**src/rtl/interp_pkg.sv**
```systemverilog
// interp_pkg: shared state encoding, beat/pixel widths and row-width helper for the interpolation loader
package interp_pkg;

    localparam int BEAT_W = 64;
    localparam int PIX_W  = 8;

    typedef enum logic [2:0] {IDLE, LO, HI, PUSH, DONE} state_t;

    function automatic int ROW_W(input int pix);
        return pix * PIX_W;
    endfunction

endpackage

```
**src/rtl/ref_row_loader.sv**
```systemverilog
// ref_row_loader: packs pairs of 64-bit beats into PIX-pixel rows and strobes them into the shift register.
// Optional LOADER_STALL_CNT_EN adds a 64-bit stall_cnt of LO/HI cycles without in_valid.
module ref_row_loader
    import interp_pkg::*;
#(
    parameter int ROWS = 15,
    parameter int PIX  = 15
) (
    input  logic                    clock,
    input  logic                    reset_L,
    input  logic                    start,
    input  logic                    in_valid,
    input  logic [BEAT_W-1:0]       in_data,
    output logic                    in_ready,
    output logic [ROW_W(PIX)-1:0]   row_out,
    output logic                    load_L,
    output logic                    busy,
    output logic                    done
`ifdef LOADER_STALL_CNT_EN
    ,
    output logic [63:0]             stall_cnt
`endif
);

    localparam int RW = ROW_W(PIX);

    state_t     state, state_nx;
    logic [3:0] row_cnt;
    logic       last, take;

    assign last = row_cnt == 4'(ROWS - 1);
    assign take = in_valid && in_ready;

    always_ff @(posedge clock or negedge reset_L)
        if (!reset_L) state <= IDLE;
        else state <= state_nx;

    always_comb begin
        state_nx = state;
        case (state)
            IDLE:    state_nx = start ? LO : IDLE;
            LO:      state_nx = in_valid ? HI : LO;
            HI:      state_nx = in_valid ? PUSH : HI;
            PUSH:    state_nx = last ? DONE : LO;
            DONE:    state_nx = IDLE;
            default: state_nx = IDLE;
        endcase
    end

    always_comb begin
        in_ready = state == LO || state == HI;
        busy     = state != IDLE;
        done     = state == DONE;
    end

    // load_L is registered off the next state so it is low exactly while in PUSH
    always_ff @(posedge clock or negedge reset_L)
        if (!reset_L) begin
            row_cnt <= '0;
            row_out <= '0;
            load_L  <= 1'b1;
        end else begin
            load_L <= state_nx != PUSH;
            if (state == IDLE && start) row_cnt <= '0;
            else if (state == PUSH && !last) row_cnt <= row_cnt + 4'd1;
            if (take && state == LO) row_out <= {row_out[RW-1:BEAT_W], in_data};
            // upper beat bytes beyond the row width fall off in the truncation
            if (take && state == HI) row_out <= RW'({in_data, row_out[BEAT_W-1:0]});
        end

`ifdef LOADER_STALL_CNT_EN
    always_ff @(posedge clock or negedge reset_L)
        if (!reset_L) stall_cnt <= '0;
        else if (state == IDLE && start) stall_cnt <= '0;
        else if (in_ready && !in_valid) stall_cnt <= stall_cnt + 64'd1;
`endif

endmodule

```
**config.mk**
```make
export PLATFORM = sky130hd
export DESIGN_NAME = ref_row_loader
export DESIGN_NICKNAME = d
export VERILOG_FILES = /design/src/rtl/interp_pkg.sv /design/src/rtl/ref_row_loader.sv
export SDC_FILE = /design/constraint.sdc
export NUM_CORES = 1
export LEC_CHECK = 0
export CAP_MARGIN = 20
export CORE_UTILIZATION = 45
export DETAILED_ROUTE_END_ITERATION = 10
export PLACE_DENSITY_LB_ADDON = 0.25
export SLEW_MARGIN = 40
export SYNTH_ARGS = -nofsm -noshare
export SYNTH_HDL_FRONTEND = slang
export SYNTH_SLANG_ARGS = --single-unit
```
**constraint.sdc**
```tcl
create_clock -name clock -period 1.9 [get_ports clock]
set_input_delay 0.19 -clock clock [delete_from_list [all_inputs] [get_ports clock]]
set_output_delay 0.19 -clock clock [all_outputs]
set_load 0.05 [all_outputs]
```
Word-level counts from Yosys, hierarchy flattened
Cells that the tools add are included.

word-level totals
  bits in writable memories = 0
  output and inout port bits = 124
  memories kept = 0
  logic and storage cells = 33
  input bits = 68
  register bits after elaboration = 128
  ROM bits = 0
  latch bits = 0

operators by class
  multiplexer cells = 9
  bitwise operators = 1
  eq/ne operators = 6
  divide/modulo/power cells = 0
  multiply operators = 0
  $lt $le $gt $ge = 0
  add/sub/neg operators = 1
  reduce and logical (&&, ||, !) cells = 11
  shifts and indexed selects = 0

operator list
  operator                                                         count
  120-bit two-way mux                                              1
  64-bit two-way mux                                               1
  3-bit case mux with 4 select lines                               1
  4-bit two-way mux                                                2
  3-bit by 2-bit == test with 1-bit output, second input constant  2
  1-bit logical AND                                                5
  4-bit by 1-bit adder with 4-bit output, second input constant    1
  4-bit == test, second input constant                             1
  3-bit by 1-bit == test with 1-bit output, second input constant  1
  3-bit == test, second input constant                             1
  3-bit logical NOT                                                1
  3-bit two-way mux                                                1
  3-bit by 2-bit != test with 1-bit output, second input constant  1
  3-bit nonzero test                                               1
  1-bit two-way mux                                                2
  2-bit two-way mux                                                1
  2-bit AND reduction                                              1
  2-bit nonzero test                                               1
  1-bit logical NOT                                                1
  1-bit logical OR                                                 1
  1-bit NOT                                                        1

Depth between registers and ports, before layout
  depth in word-level cells = 6
  mapped depth = 5
  depth with buffers taken out = 5

Worst setup path before layout
OpenSTA, ideal clock, no wires.

  kind = register to output
  start point = reg state[2]
  end point = out done
  cell stages (with the launch flop) = 3
  buffers on the path = 1
  arrival time = 1.621 ns
  data required time = 1.710 ns
  setup slack = 0.089 ns
  cells stage by stage = dfrtp_1 -> buf_6 -> nor3b_1

on the way
  longest elaborated chain between the ends = 1

ends and longest elaborated chain
  item                      RTL line              text
  start: declaration        ref_row_loader.sv:27  state_t state, state_nx;
  start signal: assignment  ref_row_loader.sv:36  else state <= state_nx;
  3-bit == test             ref_row_loader.sv:53  done = state == DONE;
  end: declaration          ref_row_loader.sv:18  output logic done

Every way passes these cells.

Worst setup path after layout
  start point = reg row_out[0]
  end point = out row_out[0]

RTL lines
  item                      RTL line              text
  start: declaration        ref_row_loader.sv:15  output logic [ROW_W(PIX)-1:0] row_out,
  start signal: assignment  ref_row_loader.sv:66  if (take && state == LO) row_out <= {row_out[RW-1:BEAT_W], in_data};
  start signal: assignment  ref_row_loader.sv:68  if (take && state == HI) row_out <= RW'({in_data, row_out[BEAT_W-1:0]});

No word-level cell between the ends.

==> impl_metrics.env <==
export IMPL_synth_largest_area_cell="dfrtp_1"
export IMPL_place_gp_congestion=0.767
export IMPL_syn_cell_area_um2=5290
export IMPL_worst_setup_path_start_kind="flip-flop"
export IMPL_synth_main_ff_cell="dfrtp_1"
export IMPL_syn_nets=364
export IMPL_fin_crit_ns=1.81
export IMPL_r2r_worst_path_cells=4
export IMPL_cts_made_buffers=17
export IMPL_die_h_um=110
export IMPL_chipWidth_um=110
export IMPL_synthXorXnorAreaFrac=0
export IMPL_clock_latency_ns=0.41
export IMPL_grt_pass1_wl_mm=17.5
export IMPL_cts_root_buffer="clkbuf_16"
export IMPL_reg2reg_slack_ns=0.22
export IMPL_yosys_top_cells_count="dfrtp_1, mux2_4, mux2_2, mux2_1, buf_8"
export IMPL_fmax_ghz=0.553
export IMPL_synthSimpleGateAreaFrac=0.0265
export IMPL_synth_compound_area_frac=0.00592
export IMPL_cap_violations=0
export IMPL_critPathRequiredTime_ns=1.71
export IMPL_clk_pin_slew_ns=0.05
export IMPL_first_global_vias=3323
export IMPL_die_area_um2=12200
export IMPL_cp_arrival_ns=1.62
export IMPL_nets=571
export IMPL_tightest_slew_ns=0.548
export IMPL_wl_met2_mm=5.65
export IMPL_synth_cells=294
export IMPL_cp_num_buf_inv=1
export IMPL_synth_top_family_by_area="multiplexers"
export IMPL_ys_warn_count=0
export IMPL_grt_max_degree=45
export IMPL_routed_wl_met3_um=843
export IMPL_finalClockSkew_ns=0.00383
export IMPL_io_pins=192
export IMPL_postCtsSetupRepairBufs=0
export IMPL_timing_rr_end="row_out[45]"
export IMPL_synth_fa_ha_area_frac=0.00473
export IMPL_synth_area_mux_share=0.320
export IMPL_clock_sinks=128
export IMPL_synth_most_common_cell="dfrtp_1"
export IMPL_insertedDiodeCount=0
export IMPL_drtPass1Iterations=4
export IMPL_synth_area_leaders="dfrtp_1, mux2_4, mux2_2"
export IMPL_vias=3220
export IMPL_wire_per_inst_um=17.6
export IMPL_async_flop_share=1.00
export IMPL_start_util=0.463
export IMPL_cp_depth=1
export IMPL_slowest_stage="clkdlybuf4s50_1"
export IMPL_setup_worst_path_start="row_out[0]"
export IMPL_hold_viol_final=0
export IMPL_worst_setup_path_end_kind="output pin"
export IMPL_crit_chain="clkdlybuf4s50_1"
export IMPL_synth_distinct_cells=29
export IMPL_nFillCells=798
export IMPL_fin_setup_tns_ns=0
export IMPL_viasPerCell=4.91
export IMPL_hold_path_class="input pin to asynchronous set/reset pin"
export IMPL_clock_path_buffers=2
export IMPL_cp_endpoint="row_out[0]"
export IMPL_antenna_found_initial=0
export IMPL_setup_worst_path_class="flip-flop to output pin"
export IMPL_status="finished clean"
export IMPL_cts_tree="yes"
export IMPL_drt_iter0_drc=110
export IMPL_wl_mm=11.6
export IMPL_ys_seq_elements=128
export IMPL_drive_gt1_frac=0.302
export IMPL_rows=39
export IMPL_postSynthAreaPerCell_um2=18.0
export IMPL_ant_nets=0
export IMPL_synth_edf_count=0
export IMPL_yosysTopAreaCellShare=0.601
export IMPL_relSlewSlack=0.634
export IMPL_routed_top_layer="met4"
export IMPL_timing_final_crit_share=0.951
export IMPL_overflow=0
export IMPL_area_growth_pct=50.3
export IMPL_final_max_slew_viol_count=0
export IMPL_seq_area_frac_synth=0.606
export IMPL_port_buffers=191
export IMPL_fp_coreArea_um2=11400
export IMPL_rsz0062_at_grt="no"
export IMPL_dp_hpwl_mm=7.94
export IMPL_r2r_start="state[1]"
export IMPL_grt_usage=0.197
export IMPL_cts_htree_levels=4
export IMPL_critPathMaxFanout=2
export IMPL_drc=0
export IMPL_m1WireLength_mm=4.85
export IMPL_critPathTopFamily="buffers and inverters"
export IMPL_finalSetupViolCount=0
export IMPL_cp_slowest_stage_delay_ns=0.83
==> registers in the layout (all words and copies together), names as in the netlist <==
register and flops:
row_out 120, row_cnt 4, state 3, load_L 1
==> logic make-up (layout without fill, tap and decap cells) <==
kind of cell | after synthesis | after routing
muxes | 124 | 124
adders and majority gates | 2 | 2
AOI/OAI and AO/OA | 5 | 5
and+or+nand+nor | 19 | 19
buffers and inverters | 16 | 235
DFF | 128 | 128
==> through the flow <==
| stage | cells | setup WS [ns] | instance area, um2 | utilization | hold slack, ns |
|---|---|---|---|---|---|
| after floorplan | 294 | 0.0892 | 5290 | - | -0.106 |
| after global placement | 624 | 0.124 | 7320 | 0.641 | 0.206 |
| after detailed placement | 624 | 0.0860 | 7320 | 0.641 | 0.218 |
| after CTS | 656 | 0.0683 | 7940 | 0.696 | 0.321 |
| after global routing | 656 | 0.0468 | 7940 | 0.696 | 0.369 |
| final | 656 | 0.0929 | 7940 | 0.696 | 0.309 |
==> cell usage in the layout, fill, tap and decap left out, types with 2 or more instances in the layout <==
cell type,instances
clkbuf_16,17
buf_4,7
nand3_1,3
nand2b_1,2
mux2i_1,3
nand2_1,4
bufinv_16,3
mux2_2,32
clkbuf_1,4
buf_12,6
mux2_1,10
ha_1,2
clkbuf_8,5
clkinv_2,2
clkdlybuf4s50_1,186
dfrtp_1,127
mux2_4,79
a21oi_1,2
inv_1,3
==> layout make-up <==
class                           count  area, um2  share of cell area
Sequential cell                   128       3200               0.403
Tap cell                          143        179              0.0225
Multi-Input combinational cell    150       1890               0.237
Inverter                            3       11.3             0.00142
Clock inverter                      5        100              0.0126
Clock buffer                       26        509              0.0641
Timing Repair Buffer              201       2050               0.259
==> per-layer routing <==
| metal | vias to the layer above | GRT usage |
|---|---|---|
| li1 | 1457 | - |
| met4 | 0 | 0.0874 |
| met3 | 20 | 0.0653 |
| met5 | - | 0 |
| met1 | 1621 | 0.248 |
| met2 | 122 | 0.311 |
==> what timing repair did <==
action	4_1_cts	5_1_grt
setup endpoints to repair	1	0
hold endpoints to repair	36	0
gates resized for setup	1	0
hold buffers	1	0
==> how the worst min path moves through the flow <==
| stage | end | slack [ns] | cells past startpoint |
|---|---|---|---|
| finish | row_out[52] | 0.31 | 2 |
| global placement | row_out[63] | 0.21 | 1 |
| detailed placement | row_out[52] | 0.22 | 1 |
| global route | row_out[51] | 0.37 | 2 |
| floorplan | row_cnt[0] | -0.11 | 0 |
| CTS | row_out[51] | 0.32 | 2 |
Power is left out: the tool's default activity adds up to more than one toggle a clock period on the data nets, which glitch-free logic cannot reach.
